--- src/rtl/mult_buf_pkg.sv ---
`default_nettype none
// ============================================================================
//  Module      : mult_buf_pkg
//  Description : Shared definitions for the multiplier result buffer and the
//                display path: IEEE-754 single-precision field widths, the
//                3-bit result class codes and the default buffer depth.
//  Revision    : 1.0  initial release
// ============================================================================
package mult_buf_pkg;

  localparam int SIGN_W        = 1;
  localparam int EXP_W         = 8;
  localparam int FRAC_W        = 23;
  localparam int WORD_W        = SIGN_W + EXP_W + FRAC_W;
  localparam int CLS_W         = 3;
  localparam int DEFAULT_DEPTH = 4;

  // Codes 5..7 are never produced.
  typedef enum logic [CLS_W-1:0] {
    CLS_ZERO   = 3'd0,
    CLS_DENORM = 3'd1,
    CLS_NORMAL = 3'd2,
    CLS_INF    = 3'd3,
    CLS_NAN    = 3'd4
  } fp_class_e;

endpackage : mult_buf_pkg
`default_nettype wire

--- src/rtl/fp_classify.sv ---
`default_nettype none
// ============================================================================
//  Module      : fp_classify
//  Description : Combinational classifier of a single-precision word into
//                zero / denormal / normal / infinity / NaN. Sign is ignored.
//  Revision    : 1.0  initial release
// ============================================================================
module fp_classify
  import mult_buf_pkg::*;
(
  input  logic [WORD_W-1:0] word,
  output logic [CLS_W-1:0]  cls
);

  logic [EXP_W-1:0]  exp_f;
  logic [FRAC_W-1:0] frac_f;
  logic              exp_zero;
  logic              exp_ones;
  logic              frac_zero;

  assign exp_f     = word[FRAC_W +: EXP_W];
  assign frac_f    = word[FRAC_W-1:0];
  assign exp_zero  = (exp_f == '0);
  assign exp_ones  = (exp_f == '1);
  assign frac_zero = (frac_f == '0);

  // Decode the class from the exponent extremes and the fraction.
  always_comb begin
    cls = CLS_NORMAL;
    if (exp_zero)
      cls = frac_zero ? CLS_ZERO : CLS_DENORM;
    else if (exp_ones)
      cls = frac_zero ? CLS_INF : CLS_NAN;
  end

endmodule : fp_classify
`default_nettype wire

--- src/rtl/mult_result_buffer.sv ---
`default_nettype none
// ============================================================================
//  Module      : mult_result_buffer
//  Description : First-word-fall-through FIFO between the FP multiplier and
//                the LCD writer. Each product is classified on push; the head
//                entry is presented with its IEEE-754 fields split out and
//                gated to zero when the buffer is empty. Pushes arriving while
//                full (and not matched by a pop) are dropped and latched in a
//                sticky overflow flag.
//  Options     : MULT_BUF_STATS_EN - adds saturating total_cnt / nan_cnt
//                counters of accepted pushes.
//  Revision    : 1.0  initial release
// ============================================================================
module mult_result_buffer
  import mult_buf_pkg::*;
#(
  parameter int DEPTH  = DEFAULT_DEPTH,
  parameter int ADDR_W = 2
)(
  input  logic              clk,
  input  logic              reset,
  input  logic              mult_done,
  input  logic [WORD_W-1:0] product,
  input  logic              pop,
  input  logic              ovf_clear,
  output logic              rd_valid,
  output logic [WORD_W-1:0] rd_product,
  output logic [SIGN_W-1:0] rd_sign,
  output logic [EXP_W-1:0]  rd_exp,
  output logic [FRAC_W-1:0] rd_frac,
  output logic [CLS_W-1:0]  rd_class,
  output logic [ADDR_W:0]   count,
  output logic              full,
  output logic              overflow
`ifdef MULT_BUF_STATS_EN
  ,
  output logic [15:0]       total_cnt,
  output logic [15:0]       nan_cnt
`endif
);

  localparam logic [ADDR_W:0]   FULL_CNT = (ADDR_W+1)'(DEPTH);
  localparam logic [ADDR_W:0]   CNT_ONE  = (ADDR_W+1)'(1);
  localparam logic [ADDR_W-1:0] PTR_ONE  = ADDR_W'(1);

  logic [WORD_W-1:0] mem_word [DEPTH];
  logic [CLS_W-1:0]  mem_cls  [DEPTH];

  logic [ADDR_W-1:0] wptr;
  logic [ADDR_W-1:0] rptr;
  logic [ADDR_W:0]   count_q;
  logic              ovf_q;

  logic [CLS_W-1:0]  push_cls;
  logic              pop_ok;
  logic              push_ok;
  logic              drop;

  fp_classify u_classify (
    .word (product),
    .cls  (push_cls)
  );

  // A pop frees a slot in the same cycle, so a full buffer may still accept
  // a push that coincides with a valid pop.
  assign rd_valid = (count_q != '0);
  assign full     = (count_q == FULL_CNT);
  assign pop_ok   = pop && rd_valid;
  assign push_ok  = mult_done && (!full || pop_ok);
  assign drop     = mult_done && !push_ok;

  // Storage is deliberately not reset; the count gates what is visible.
  always_ff @(posedge clk) begin
    if (push_ok) begin
      mem_word[wptr] <= product;
      mem_cls[wptr]  <= push_cls;
    end
  end

  // Pointers, occupancy and the sticky overflow flag (set beats clear).
  always_ff @(posedge clk or negedge reset) begin
    if (!reset) begin
      wptr    <= '0;
      rptr    <= '0;
      count_q <= '0;
      ovf_q   <= 1'b0;
    end else begin
      if (push_ok) wptr <= wptr + PTR_ONE;
      if (pop_ok)  rptr <= rptr + PTR_ONE;
      if (push_ok && !pop_ok)
        count_q <= count_q + CNT_ONE;
      else if (pop_ok && !push_ok)
        count_q <= count_q - CNT_ONE;
      if (drop)
        ovf_q <= 1'b1;
      else if (ovf_clear)
        ovf_q <= 1'b0;
    end
  end

  // Head entry falls through, forced to zero when nothing is held.
  always_comb begin
    rd_product = '0;
    rd_class   = '0;
    if (rd_valid) begin
      rd_product = mem_word[rptr];
      rd_class   = mem_cls[rptr];
    end
  end

  assign rd_sign  = rd_product[WORD_W-1 -: SIGN_W];
  assign rd_exp   = rd_product[FRAC_W +: EXP_W];
  assign rd_frac  = rd_product[FRAC_W-1:0];
  assign count    = count_q;
  assign overflow = ovf_q;

`ifdef MULT_BUF_STATS_EN
  // Saturating counters of accepted pushes; dropped words are not counted.
  always_ff @(posedge clk or negedge reset) begin
    if (!reset) begin
      total_cnt <= '0;
      nan_cnt   <= '0;
    end else if (push_ok) begin
      if (total_cnt != 16'hFFFF)
        total_cnt <= total_cnt + 16'd1;
      if ((push_cls == CLS_NAN) && (nan_cnt != 16'hFFFF))
        nan_cnt <= nan_cnt + 16'd1;
    end
  end
`endif

endmodule : mult_result_buffer
`default_nettype wire

--- config.mk ---
export PLATFORM = sky130hd
export DESIGN_NAME = mult_result_buffer
export DESIGN_NICKNAME = d
export VERILOG_FILES = /design/src/rtl/mult_buf_pkg.sv /design/src/rtl/fp_classify.sv /design/src/rtl/mult_result_buffer.sv
export SDC_FILE = /design/constraint.sdc
export NUM_CORES = 1
export LEC_CHECK = 0
export ABC_AREA = 1
export CELL_PAD_IN_SITES_DETAIL_PLACEMENT = 1
export CELL_PAD_IN_SITES_GLOBAL_PLACEMENT = 1
export CORE_ASPECT_RATIO = 1.75
export CORE_UTILIZATION = 45
export DETAILED_ROUTE_END_ITERATION = 6
export GPL_TIMING_DRIVEN = 0
export PLACE_DENSITY = 0.91
export SKIP_CTS_REPAIR_TIMING = 1
export SLEW_MARGIN = 20
export SYNTH_ARGS = -nofsm -noshare
export SYNTH_HDL_FRONTEND = slang
export SYNTH_SLANG_ARGS = --single-unit
--- constraint.sdc ---
create_clock -name clk -period 5.2 [get_ports clk]
set_input_delay 1.04 -clock clk [delete_from_list [all_inputs] [get_ports clk]]
set_output_delay 1.04 -clock clk [all_outputs]
set_load 0.03 [all_outputs]
==> results of run 1 <==
-- cell type report --
class                   count  area, um2
clock inverters            14      197.7
clock buffers              18      429.2
plain buffers              57      425.4
well taps                 177      221.5
repair buffers            113       1194
multi-input cells         315       1464
fillers                  1419       5430
flip-flops and latches    148       4404
inverters                  18      70.07
-- power groups by stage --
stage | Sequential [mW] | Clock, mW | Combinational, mW
3_5_place_dp | 1.68 | 0 | 3.74
2_1_floorplan | 1.68 | 0 | 2.26
3_3_place_gp | 1.67 | 0 | 3.52
5_1_grt | 1.68 | 1.36 | 4.01
4_1_cts | 1.66 | 1.33 | 3.84
6_report | 1.66 | 1.32 | 3.83
-- worst reg2reg max path, stage by stage (launching register included) --
cell and delay [ps]:
dfrtp_1 460, nor3_2 270, nand2_1 100, nand2_2 260, inv_2 110, ha_1 200
inv_1 100, fa_1 410, mux2_2 270
-- logic make-up (layout without fill, tap and decap cells) --
family | Yosys count | after routing | share of synthesized area
AND/OR/NAND/NOR | 195 | 195 | 0.1189
flip-flops | 148 | 148 | 0.6954
AO/OA/AOI/OAI | 109 | 109 | 0.08712
buffers and inverters | 75 | 220 | 0.07823
adder cells (fa/ha/maj) | 6 | 6 | 0.01304
XOR/XNOR | 4 | 4 | 0.005532
multiplexers | 1 | 1 | 0.001778
-- per-layer routing --
metal | vias up | share of wire
li1 | 2089 | -
met5 | - | 0
met3 | 50 | 0.043
met2 | 200 | 0.57
met1 | 2426 | 0.35
met4 | 0 | 0.035
-- flip-flops by register name, indices dropped and copies added, names as in the netlist --
| register | cells |
|---|---|
| mem_word | 128 |
| mem_cls | 12 |
| count | 3 |
| rptr | 2 |
| wptr | 2 |
| overflow | 1 |
-- worst max path at each step --
stage	from	endpoint	slack [ps]	cells after the start
2_1_floorplan	pop	mem_cls[0][0]	2050	4
3_3_place_gp	pop	mem_word[1][19]	460	5
3_5_place_dp	rptr[0]	rd_product[31]	1950	7
4_1_cts	rptr[0]	rd_product[1]	1450	7
5_1_grt	rptr[0]	rd_product[6]	1410	7
6_report	rptr[0]	rd_product[1]	1430	7
-- placed cells by master, fill, tap and decap left out, types with 8 or more instances in the layout --
cell	instances
buf_6	8
clkbuf_16	17
dfrtp_1	8
inv_1	14
o21ai_1	65
buf_4	36
nor2_1	164
a21oi_1	36
edfxtp_1	140
buf_2	13
nand2_1	19
clkdlybuf4s50_1	109
-- through the flow --
step           worst slack, ps  power, mW  hold slack, ps  instances
2_1_floorplan             2049      3.940           567.6        538
3_3_place_gp             462.2      5.193           512.2        824
3_5_place_dp              1952      5.423           545.0        828
4_1_cts                   1447      6.825           584.5        860
5_1_grt                   1405      7.050           606.0        860
6_report                  1431      6.807           585.7        860
==> flow_results.xml, run 1 <==
<?xml version="1.0" encoding="UTF-8"?>
<metrics>
  <group name="clocking">
    <metric name="clkSlewWorstSetupHoldPaths" unit="ps">60</metric>
    <metric name="cts_buffer_depth" unit="">2</metric>
    <metric name="cts_root_buf" unit="">clkbuf_16</metric>
    <metric name="inserted_clock_buffers" unit="">17</metric>
    <metric name="insertion_delay_of_the_later_clocked_pin_in_the_worst_skew_pair" unit="ps">430</metric>
    <metric name="numClockSinks" unit="">148</metric>
    <metric name="cts_tree" unit="">built</metric>
    <metric name="cts_h_tree_lvls" unit="">4</metric>
  </group>
  <group name="place">
    <metric name="post_dp_cell_area" unit="um2">7779</metric>
    <metric name="io_buffers" unit="">109</metric>
    <metric name="gpl.final_weighted_congestion" unit="">0.7696</metric>
    <metric name="place.detailed.hpwl" unit="mm">12.60</metric>
  </group>
  <group name="timing">
    <metric name="fin_crit_sh" unit="">0.7248</metric>
    <metric name="final_setup_tns" unit="ps">0</metric>
    <metric name="grt_setup_unrepaired" unit="">false</metric>
    <metric name="final_slew_viol_count" unit="">0</metric>
    <metric name="worst_slew_margin_rel" unit="">0.4966</metric>
    <metric name="max_freq" unit="GHz">0.2653</metric>
    <metric name="timing_hold_violations_final" unit="">0</metric>
    <metric name="max_slew.worst_pin.slew" unit="ps">753.3</metric>
    <metric name="post-route-min-period" unit="ps">3769</metric>
    <metric name="worst_clock_skew" unit="ps">8.176</metric>
    <metric name="finalSetupViolCount" unit="">0</metric>
  </group>
  <group name="global_route">
    <metric name="vias_in_the_first_global_route" unit="">5278</metric>
    <metric name="grt_start_max_net_pins" unit="">23</metric>
    <metric name="grt_remaining_overflow" unit="">0</metric>
    <metric name="gr-usage-met3" unit="">0.04585</metric>
    <metric name="grt_util_met2" unit="">0.5410</metric>
    <metric name="grt.total_usage" unit="">0.2854</metric>
    <metric name="grt_pass1_wl" unit="mm">30.24</metric>
    <metric name="use_met1" unit="">0.2960</metric>
    <metric name="grt_antenna_before_repair" unit="">0</metric>
    <metric name="gr-max-usage-layer" unit="">met2</metric>
  </group>
  <group name="critical_path">
    <metric name="worst-endpoint-required" unit="ps">4160</metric>
    <metric name="timing.critical_path.slowest_cell_delay" unit="ps">680</metric>
    <metric name="reg2reg_from" unit="">count[1]</metric>
    <metric name="cp_data_arrival_time" unit="ps">2730</metric>
    <metric name="r2r_worst_path_depth" unit="">8</metric>
    <metric name="worstSetupPathType" unit="">reg -&gt; out</metric>
    <metric name="reg2reg_slack" unit="ps">2900</metric>
    <metric name="crit_path_top_delay_cell" unit="">clkdlybuf4s50_1</metric>
    <metric name="start_kind" unit="">flip-flop</metric>
    <metric name="path_delay_family" unit="">buffers and inverters</metric>
    <metric name="reg2reg_capture_point" unit="">count[1]</metric>
    <metric name="critical_path_buf_inv_count" unit="">5</metric>
    <metric name="crit_path_max_fanout" unit="">10</metric>
    <metric name="path_cells" unit="">buf_6, inv_4, buf_2, o21ai_1, a21oi_1, buf_4, clkdlybuf4s50_1</metric>
    <metric name="setup.worst_path.end_class" unit="">output port</metric>
  </group>
  <group name="pwr">
    <metric name="power_switching_share" unit="">0.4289</metric>
    <metric name="pwr_density_cell" unit="nW/um2">809.8</metric>
    <metric name="power.leakage" unit="nW">3.063</metric>
    <metric name="internal_power" unit="mW">3.887</metric>
    <metric name="vdd.ir_drop.worst" unit="V">0.0003635</metric>
    <metric name="pwr-share-seq" unit="">0.244</metric>
    <metric name="portion_of_total_power_attributed_to_the_clock_network" unit="">0.194</metric>
    <metric name="power.share.combinational" unit="">0.562</metric>
    <metric name="p_sw" unit="mW">2.919</metric>
  </group>
  <group name="detailed_routing">
    <metric name="post_drt_wl_per_cell" unit="um">23.11</metric>
    <metric name="totalWireLength" unit="mm">19.88</metric>
    <metric name="drt-pass1-iter-count" unit="">5</metric>
    <metric name="dr_total_vias" unit="">4765</metric>
    <metric name="drtAntennaViolNets" unit="">0</metric>
    <metric name="drt_iter0_drc" unit="">289</metric>
    <metric name="drc_errors" unit="">0</metric>
    <metric name="viasPerCell" unit="">5.541</metric>
  </group>
  <group name="yosys">
    <metric name="syn_nets" unit="">581</metric>
    <metric name="synth_top_area_cell" unit="">edfxtp_1</metric>
    <metric name="postSynthRegisterBits" unit="">148</metric>
    <metric name="synth_area" unit="um2">6334</metric>
    <metric name="synth.top_cells.by_count" unit="">nor2_1 (168), edfxtp_1 (140), o21ai_1 (65), a21oi_1 (36), buf_4 (36)</metric>
    <metric name="synth_most_common_cell" unit="">nor2_1</metric>
    <metric name="synth.avg_cell_area" unit="um2">11.77</metric>
    <metric name="synthArstFlopShare" unit="">0.05405</metric>
    <metric name="synth-main-ff-cell" unit="">edfxtp_1</metric>
    <metric name="post_synth_inst_count" unit="">538</metric>
    <metric name="synth_enable_flop_cells" unit="">140</metric>
    <metric name="post_synth_main_area_contributors" unit="">edfxtp_1 (66%), nor2_1 (10%), o21ai_1 (5.1%), buf_4 (4.3%), dfrtp_1 (3.2%)</metric>
    <metric name="synth.top_cell.area_share" unit="">0.6638</metric>
    <metric name="yosysSeqAreaShare" unit="">0.6954</metric>
    <metric name="synth.distinct_cells" unit="">25</metric>
    <metric name="synth_warnings" unit="">0</metric>
  </group>
  <group name="floorplan">
    <metric name="fp.coreArea" unit="um2">13840</metric>
    <metric name="initial_utilization" unit="">0.4578</metric>
    <metric name="num_rows" unit="">57</metric>
    <metric name="dieWidth" unit="um">91.68</metric>
    <metric name="die-area" unit="um2">14570</metric>
    <metric name="floorplan.io_pins" unit="">110</metric>
    <metric name="die_height" unit="um">158.9</metric>
  </group>
  <group name="job">
    <metric name="maxCapViolCount" unit="">0</metric>
  </group>
  <group name="finish">
    <metric name="area_delta_synth_final" unit="%">32.71</metric>
    <metric name="ant_cells" unit="">0</metric>
    <metric name="final_util" unit="">0.6075</metric>
    <metric name="nets" unit="">713</metric>
    <metric name="postLayoutCellArea" unit="um2">8406</metric>
    <metric name="share_of_final_layout_standard_cells_stronger_than_drive_strength_1" unit="">0.1537</metric>
  </group>
  <group name="worst_hold_path">
    <metric name="min-delay-path-class" unit="">reg -&gt; reg</metric>
    <metric name="hold-path-endpoint" unit="">overflow</metric>
    <metric name="hold_depth" unit="">2</metric>
    <metric name="min_from" unit="">overflow</metric>
  </group>
  <group name="outcome">
    <metric name="status" unit="">finished clean</metric>
  </group>
</metrics>
No activity file was read; power rests on OpenSTA's default activity.
==> run 2, diff against run 1 <==
- CORE_UTILIZATION: 45 -> 42
- PLACE_DENSITY: 0.91 -> 0.86
- clock period: 5.2 -> 3.7 ns (I/O delays scaled with it)
==> run 2 against run 1 <==
  * Global-route usage down 3.7 points
  * Combinational power increased by 38%
  * Final cell count up 0.70%
  * Sequential power rose by 40%
  * Setup slack got worse by 1100 ps
  * Clock skew is 1.5 ps lower
  * Core utilization is 4.2 points lower
==> flow_results.xml, run 2 (synthesis results as in run 1) <==
<?xml version="1.0" encoding="UTF-8"?>
<metrics>
  <group name="clocking">
    <metric name="inserted_clock_buffers" unit="">17</metric>
    <metric name="cts_buffer_depth" unit="">2</metric>
    <metric name="numClockSinks" unit="">148</metric>
    <metric name="insertion_delay_of_the_later_clocked_pin_in_the_worst_skew_pair" unit="ps">410</metric>
    <metric name="cts_h_tree_lvls" unit="">4</metric>
    <metric name="cts_tree" unit="">built</metric>
    <metric name="cts_root_buf" unit="">clkbuf_16</metric>
    <metric name="clkSlewWorstSetupHoldPaths" unit="ps">60</metric>
  </group>
  <group name="timing">
    <metric name="post-route-min-period" unit="ps">3355</metric>
    <metric name="layout_setup_ws" unit="ps">344.7</metric>
    <metric name="max_freq" unit="GHz">0.2980</metric>
    <metric name="timing_hold_violations_final" unit="">0</metric>
    <metric name="max_slew.worst_pin.slew" unit="ps">816.7</metric>
    <metric name="worst_slew_margin_rel" unit="">0.4542</metric>
    <metric name="fin_crit_sh" unit="">0.9068</metric>
    <metric name="final_slew_viol_count" unit="">0</metric>
    <metric name="finalSetupViolCount" unit="">0</metric>
    <metric name="worst_clock_skew" unit="ps">6.657</metric>
    <metric name="grt_setup_unrepaired" unit="">false</metric>
  </group>
  <group name="detailed_routing">
    <metric name="drtAntennaViolNets" unit="">0</metric>
    <metric name="post_drt_wl_per_cell" unit="um">21.55</metric>
    <metric name="dr_total_vias" unit="">4639</metric>
    <metric name="totalWireLength" unit="mm">18.66</metric>
    <metric name="drt_iter0_drc" unit="">219</metric>
    <metric name="drt-pass1-iter-count" unit="">4</metric>
    <metric name="drc_errors" unit="">0</metric>
    <metric name="viasPerCell" unit="">5.357</metric>
  </group>
  <group name="finish">
    <metric name="area_delta_synth_final" unit="%">31.79</metric>
    <metric name="number_of_flip_flops_under_the_largest_register_name" unit="">128</metric>
    <metric name="ant_cells" unit="">0</metric>
    <metric name="layout.cells.most_common_list" unit="">nor2_1 (164), edfxtp_1 (140), clkdlybuf4s50_1 (109)</metric>
    <metric name="num-fill-cells" unit="">1566</metric>
    <metric name="final_util" unit="">0.5653</metric>
    <metric name="ff_latch_area" unit="um2">4404</metric>
    <metric name="layout_commonest_cell" unit="">nor2_1</metric>
    <metric name="nets" unit="">713</metric>
    <metric name="largest_register" unit="">mem_word</metric>
    <metric name="multi_input_logic_area" unit="um2">1464</metric>
    <metric name="share_of_final_layout_standard_cells_stronger_than_drive_strength_1" unit="">0.1508</metric>
  </group>
  <group name="floorplan">
    <metric name="die-area" unit="um2">15590</metric>
    <metric name="num_rows" unit="">59</metric>
    <metric name="floorplan.io_pins" unit="">110</metric>
    <metric name="fp.coreArea" unit="um2">14760</metric>
    <metric name="dieWidth" unit="um">94.83</metric>
    <metric name="die_height" unit="um">164.5</metric>
    <metric name="initial_utilization" unit="">0.4290</metric>
  </group>
  <group name="place">
    <metric name="gpl.final_weighted_congestion" unit="">0.7465</metric>
    <metric name="place_ws" unit="ps">794.3</metric>
    <metric name="io_buffers" unit="">109</metric>
    <metric name="place.detailed.hpwl" unit="mm">12.64</metric>
  </group>
  <group name="outcome">
    <metric name="status" unit="">finished clean</metric>
  </group>
  <group name="pwr">
    <metric name="vdd.ir_drop.worst" unit="V">0.0005102</metric>
    <metric name="power.leakage" unit="nW">3.024</metric>
    <metric name="pwr_density_cell" unit="nW/um2">1116</metric>
  </group>
  <group name="critical_path">
    <metric name="crit_path_max_fanout" unit="">10</metric>
    <metric name="reg2reg_slack" unit="ps">1360</metric>
    <metric name="crit_path_start" unit="">rptr[0]</metric>
    <metric name="start_kind" unit="">flip-flop</metric>
    <metric name="worst-endpoint-required" unit="ps">2960</metric>
    <metric name="setup.worst_path.end_class" unit="">output port</metric>
    <metric name="worstSetupPathType" unit="">reg -&gt; out</metric>
    <metric name="cp_data_arrival_time" unit="ps">2620</metric>
    <metric name="reg2reg_from" unit="">count[1]</metric>
  </group>
  <group name="worst_hold_path">
    <metric name="min-delay-path-class" unit="">reg -&gt; reg</metric>
    <metric name="min_from" unit="">overflow</metric>
  </group>
  <group name="global_route">
    <metric name="vias_in_the_first_global_route" unit="">5044</metric>
    <metric name="grt_pass1_wl" unit="mm">27.75</metric>
    <metric name="grt.total_usage" unit="">0.2483</metric>
    <metric name="grt_start_max_net_pins" unit="">24</metric>
    <metric name="grt_remaining_overflow" unit="">0</metric>
    <metric name="grt_antenna_before_repair" unit="">0</metric>
  </group>
  <group name="job">
    <metric name="maxCapViolCount" unit="">0</metric>
  </group>
</metrics>
[run 2: area by class of cell]
type	count	area share
plain buffers	57	0.05097
clock buffers	20	0.05232
clock inverters	12	0.01574
inverters	18	0.008395
multi-input cells	315	0.1754
flip-flops and latches	148	0.5277
well taps	183	0.02743
repair buffers	113	0.1421
[run 2: final timing paths]
check,end,depth (start not counted)
max reg2reg,count[1],8
max in group asynchronous,rptr[0],1
min in group asynchronous,rptr[1],1
max,rd_product[31],7
min,overflow,2
min reg2reg,overflow,2
[run 2: metrics by stage]
step                setup TNS, ps  instance area, um2  hold WS (ps)  power, mW  std cells
global placement          -111860                7654         510.8      7.346        830
detailed placement              0                7779         534.0      7.644        834
floorplan                       0                6334         444.4      5.537        538
CTS                             0                8347         545.8      9.376        866
global route                    0                8347         603.5      9.679        866
finish                          0                8347         538.3      9.318        866
[run 2: layer usage]
| layer | vias up | wire, um | GRT usage |
|---|---|---|---|
| met2 | 167 | 10750 | 0.4722 |
| li1 | 2093 | - | - |
| met3 | 45 | 705 | 0.03591 |
| met4 | 0 | 682 | 0.1536 |
| met1 | 2334 | 6523 | 0.2440 |
| met5 | - | 0 | 0 |
[run 2: where the power goes]
part | switching, mW | total [mW] | internal (mW)
Combinational | 3.18 | 5.30 | 2.11
Clock | 0.693 | 1.69 | 0.993
Sequential | 0.128 | 2.33 | 2.21
[run 2: critical path, cell delays in order (launching register included)]
cell	delay (ps)
dfrtp_1	400
buf_6	160
inv_4	110
buf_2	250
o21ai_0	180
a21oi_1	260
buf_4	160
clkdlybuf4s50_1	680
==> run 3, diff against run 2 <==
- clock period: 3.7 -> 3.35 ns (I/O delays scaled with it)
==> run 3 against run 2 <==
  * Sequential share of layout area hardly changed
  * Largest cell class unchanged
  * Critical endpoint is now rd_product[16]
  * Die area stayed put
  * Non-clock buffer count stayed put
  * Count of clock-buffer cells in the layout stayed put
  * Core utilization about the same
==> flow_results.xml, run 3 (synthesis results as in run 1) <==
<?xml version="1.0" encoding="UTF-8"?>
<metrics>
  <group name="worst_hold_path">
    <metric name="min_from" unit="">overflow</metric>
    <metric name="min-delay-path-class" unit="">reg -&gt; reg</metric>
  </group>
  <group name="clocking">
    <metric name="inserted_clock_buffers" unit="">17</metric>
    <metric name="cts_buffer_depth" unit="">2</metric>
    <metric name="cts_h_tree_lvls" unit="">4</metric>
    <metric name="numClockSinks" unit="">148</metric>
    <metric name="insertion_delay_of_the_later_clocked_pin_in_the_worst_skew_pair" unit="ps">410</metric>
    <metric name="cts_root_buf" unit="">clkbuf_16</metric>
    <metric name="clkSlewWorstSetupHoldPaths" unit="ps">60</metric>
    <metric name="cts_tree" unit="">built</metric>
  </group>
  <group name="critical_path">
    <metric name="start_kind" unit="">flip-flop</metric>
    <metric name="worstSetupPathType" unit="">reg -&gt; out</metric>
    <metric name="worst-endpoint-required" unit="ps">2680</metric>
    <metric name="reg2reg_from" unit="">count[1]</metric>
    <metric name="crit_path_max_fanout" unit="">10</metric>
    <metric name="setup.worst_path.end_class" unit="">output port</metric>
    <metric name="crit_path_start" unit="">rptr[1]</metric>
    <metric name="cp_data_arrival_time" unit="ps">2610</metric>
  </group>
  <group name="finish">
    <metric name="largest_register" unit="">mem_word</metric>
    <metric name="number_of_flip_flops_under_the_largest_register_name" unit="">128</metric>
    <metric name="layout_commonest_cell" unit="">nor2_1</metric>
    <metric name="postLayoutCellArea" unit="um2">8352</metric>
    <metric name="ant_cells" unit="">0</metric>
    <metric name="area_delta_synth_final" unit="%">31.86</metric>
    <metric name="num-fill-cells" unit="">1565</metric>
    <metric name="nets" unit="">713</metric>
    <metric name="layout.cells.most_common_list" unit="">nor2_1 (164), edfxtp_1 (140), clkdlybuf4s50_1 (107)</metric>
    <metric name="final_util" unit="">0.5657</metric>
    <metric name="share_of_final_layout_standard_cells_stronger_than_drive_strength_1" unit="">0.1508</metric>
  </group>
  <group name="place">
    <metric name="place.detailed.hpwl" unit="mm">12.64</metric>
    <metric name="gpl.final_weighted_congestion" unit="">0.7465</metric>
    <metric name="post_dp_cell_area" unit="um2">7779</metric>
    <metric name="io_buffers" unit="">109</metric>
  </group>
  <group name="job">
    <metric name="maxCapViolCount" unit="">0</metric>
  </group>
  <group name="global_route">
    <metric name="grt_pass1_wl" unit="mm">27.75</metric>
    <metric name="grt_antenna_before_repair" unit="">0</metric>
    <metric name="grt_start_max_net_pins" unit="">24</metric>
    <metric name="grt.total_usage" unit="">0.2483</metric>
    <metric name="grt_remaining_overflow" unit="">0</metric>
    <metric name="vias_in_the_first_global_route" unit="">5044</metric>
  </group>
  <group name="floorplan">
    <metric name="die_height" unit="um">164.5</metric>
    <metric name="die-area" unit="um2">15590</metric>
    <metric name="floorplan.io_pins" unit="">110</metric>
    <metric name="initial_utilization" unit="">0.4290</metric>
    <metric name="num_rows" unit="">59</metric>
    <metric name="fp.coreArea" unit="um2">14760</metric>
    <metric name="dieWidth" unit="um">94.83</metric>
  </group>
  <group name="outcome">
    <metric name="status" unit="">finished clean</metric>
  </group>
  <group name="detailed_routing">
    <metric name="drc_errors" unit="">0</metric>
    <metric name="drt-pass1-iter-count" unit="">4</metric>
    <metric name="drtAntennaViolNets" unit="">0</metric>
    <metric name="viasPerCell" unit="">5.351</metric>
    <metric name="totalWireLength" unit="mm">18.66</metric>
    <metric name="drt_iter0_drc" unit="">219</metric>
    <metric name="post_drt_wl_per_cell" unit="um">21.55</metric>
    <metric name="dr_total_vias" unit="">4634</metric>
  </group>
  <group name="timing">
    <metric name="fin_crit_sh" unit="">0.9801</metric>
    <metric name="grt_setup_unrepaired" unit="">false</metric>
    <metric name="final_slew_viol_count" unit="">0</metric>
    <metric name="worst_clock_skew" unit="ps">6.802</metric>
    <metric name="worst_slew_margin_rel" unit="">0.4542</metric>
    <metric name="timing_hold_violations_final" unit="">0</metric>
    <metric name="post-route-min-period" unit="ps">3283</metric>
    <metric name="max_slew.worst_pin.slew" unit="ps">816.8</metric>
    <metric name="max_freq" unit="GHz">0.3046</metric>
    <metric name="finalSetupViolCount" unit="">0</metric>
  </group>
  <group name="pwr">
    <metric name="portion_of_total_power_attributed_to_the_clock_network" unit="">0.181</metric>
    <metric name="p_sw" unit="mW">4.423</metric>
    <metric name="power_switching_share" unit="">0.4300</metric>
    <metric name="power" unit="mW">10.29</metric>
    <metric name="pwr-share-seq" unit="">0.251</metric>
    <metric name="pwr_density_cell" unit="nW/um2">1232</metric>
    <metric name="power.leakage" unit="nW">3.045</metric>
    <metric name="vdd.ir_drop.worst" unit="V">0.0005633</metric>
    <metric name="power.share.combinational" unit="">0.568</metric>
    <metric name="internal_power" unit="mW">5.863</metric>
  </group>
</metrics>
==> run 3: changes by cell type in the layout (fill, tap and decap cells not counted), sizes merged <==
cell,previous run,this run
clkdlybuf4s50,109,107
dlymetal6s2s,0,2
==> run 3: power groups by stage <==
stage / clock, mW / combinational [mW] / sequential (mW)
finish: 1.86 / 5.85 / 2.58
global route: 1.94 / 6.15 / 2.60
CTS: 1.87 / 5.91 / 2.58
detailed placement: 0 / 5.84 / 2.60
global placement: 0 / 5.52 / 2.59
floorplan: 0 / 3.50 / 2.61
==> run 3: final cells by class <==
cell class	count	area [um2]	area share
inverter	18	70.07	0.008390
clock buffer	20	436.7	0.05228
buffer	57	425.4	0.05094
sequential	148	4404	0.5273
timing repair buffer	113	1191	0.1426
tap	183	229.0	0.02742
multi-input combinational	315	1464	0.1753
clock inverter	12	131.4	0.01573
==> run 3: through the flow <==
stage	std cells	setup slack [ps]	TNS [ps]	hold WS, ps
2_1_floorplan	538	440.3	0	374.4
3_3_place_gp	830	-1114	-151060	510.8
3_5_place_dp	834	514.3	0	534.0
4_1_cts	866	38.56	0	545.8
5_1_grt	866	6.550	0	570.1
6_report	866	66.68	0	538.3
==> run 3: worst paths after layout <==
check                                 end  slack, ps  cells after the start
max                        rd_product[16]         70                      8
min                              overflow        540                      2
max reg2reg                      count[1]       1010                      8
min reg2reg                      overflow        540                      2
max in group asynchronous         rptr[0]       2500                      1
min in group asynchronous         rptr[1]        560                      1
==> run 3: routing by layer <==
layer	track usage	vias up	wire, um
met5	0	-	0
met4	0.1536	0	697
met3	0.03591	47	678
met2	0.4722	161	10740
met1	0.2440	2333	6548
li1	-	2093	-
==> run 3: worst max-delay path, cell delays in order, from the launching register on <==
cell and delay (ps):
dfrtp_1 340, buf_4 180, inv_2 120, buf_6 170, nor2_1 150, o21ai_1 90
a21oi_1 300, buf_4 170, clkdlybuf4s50_1 650
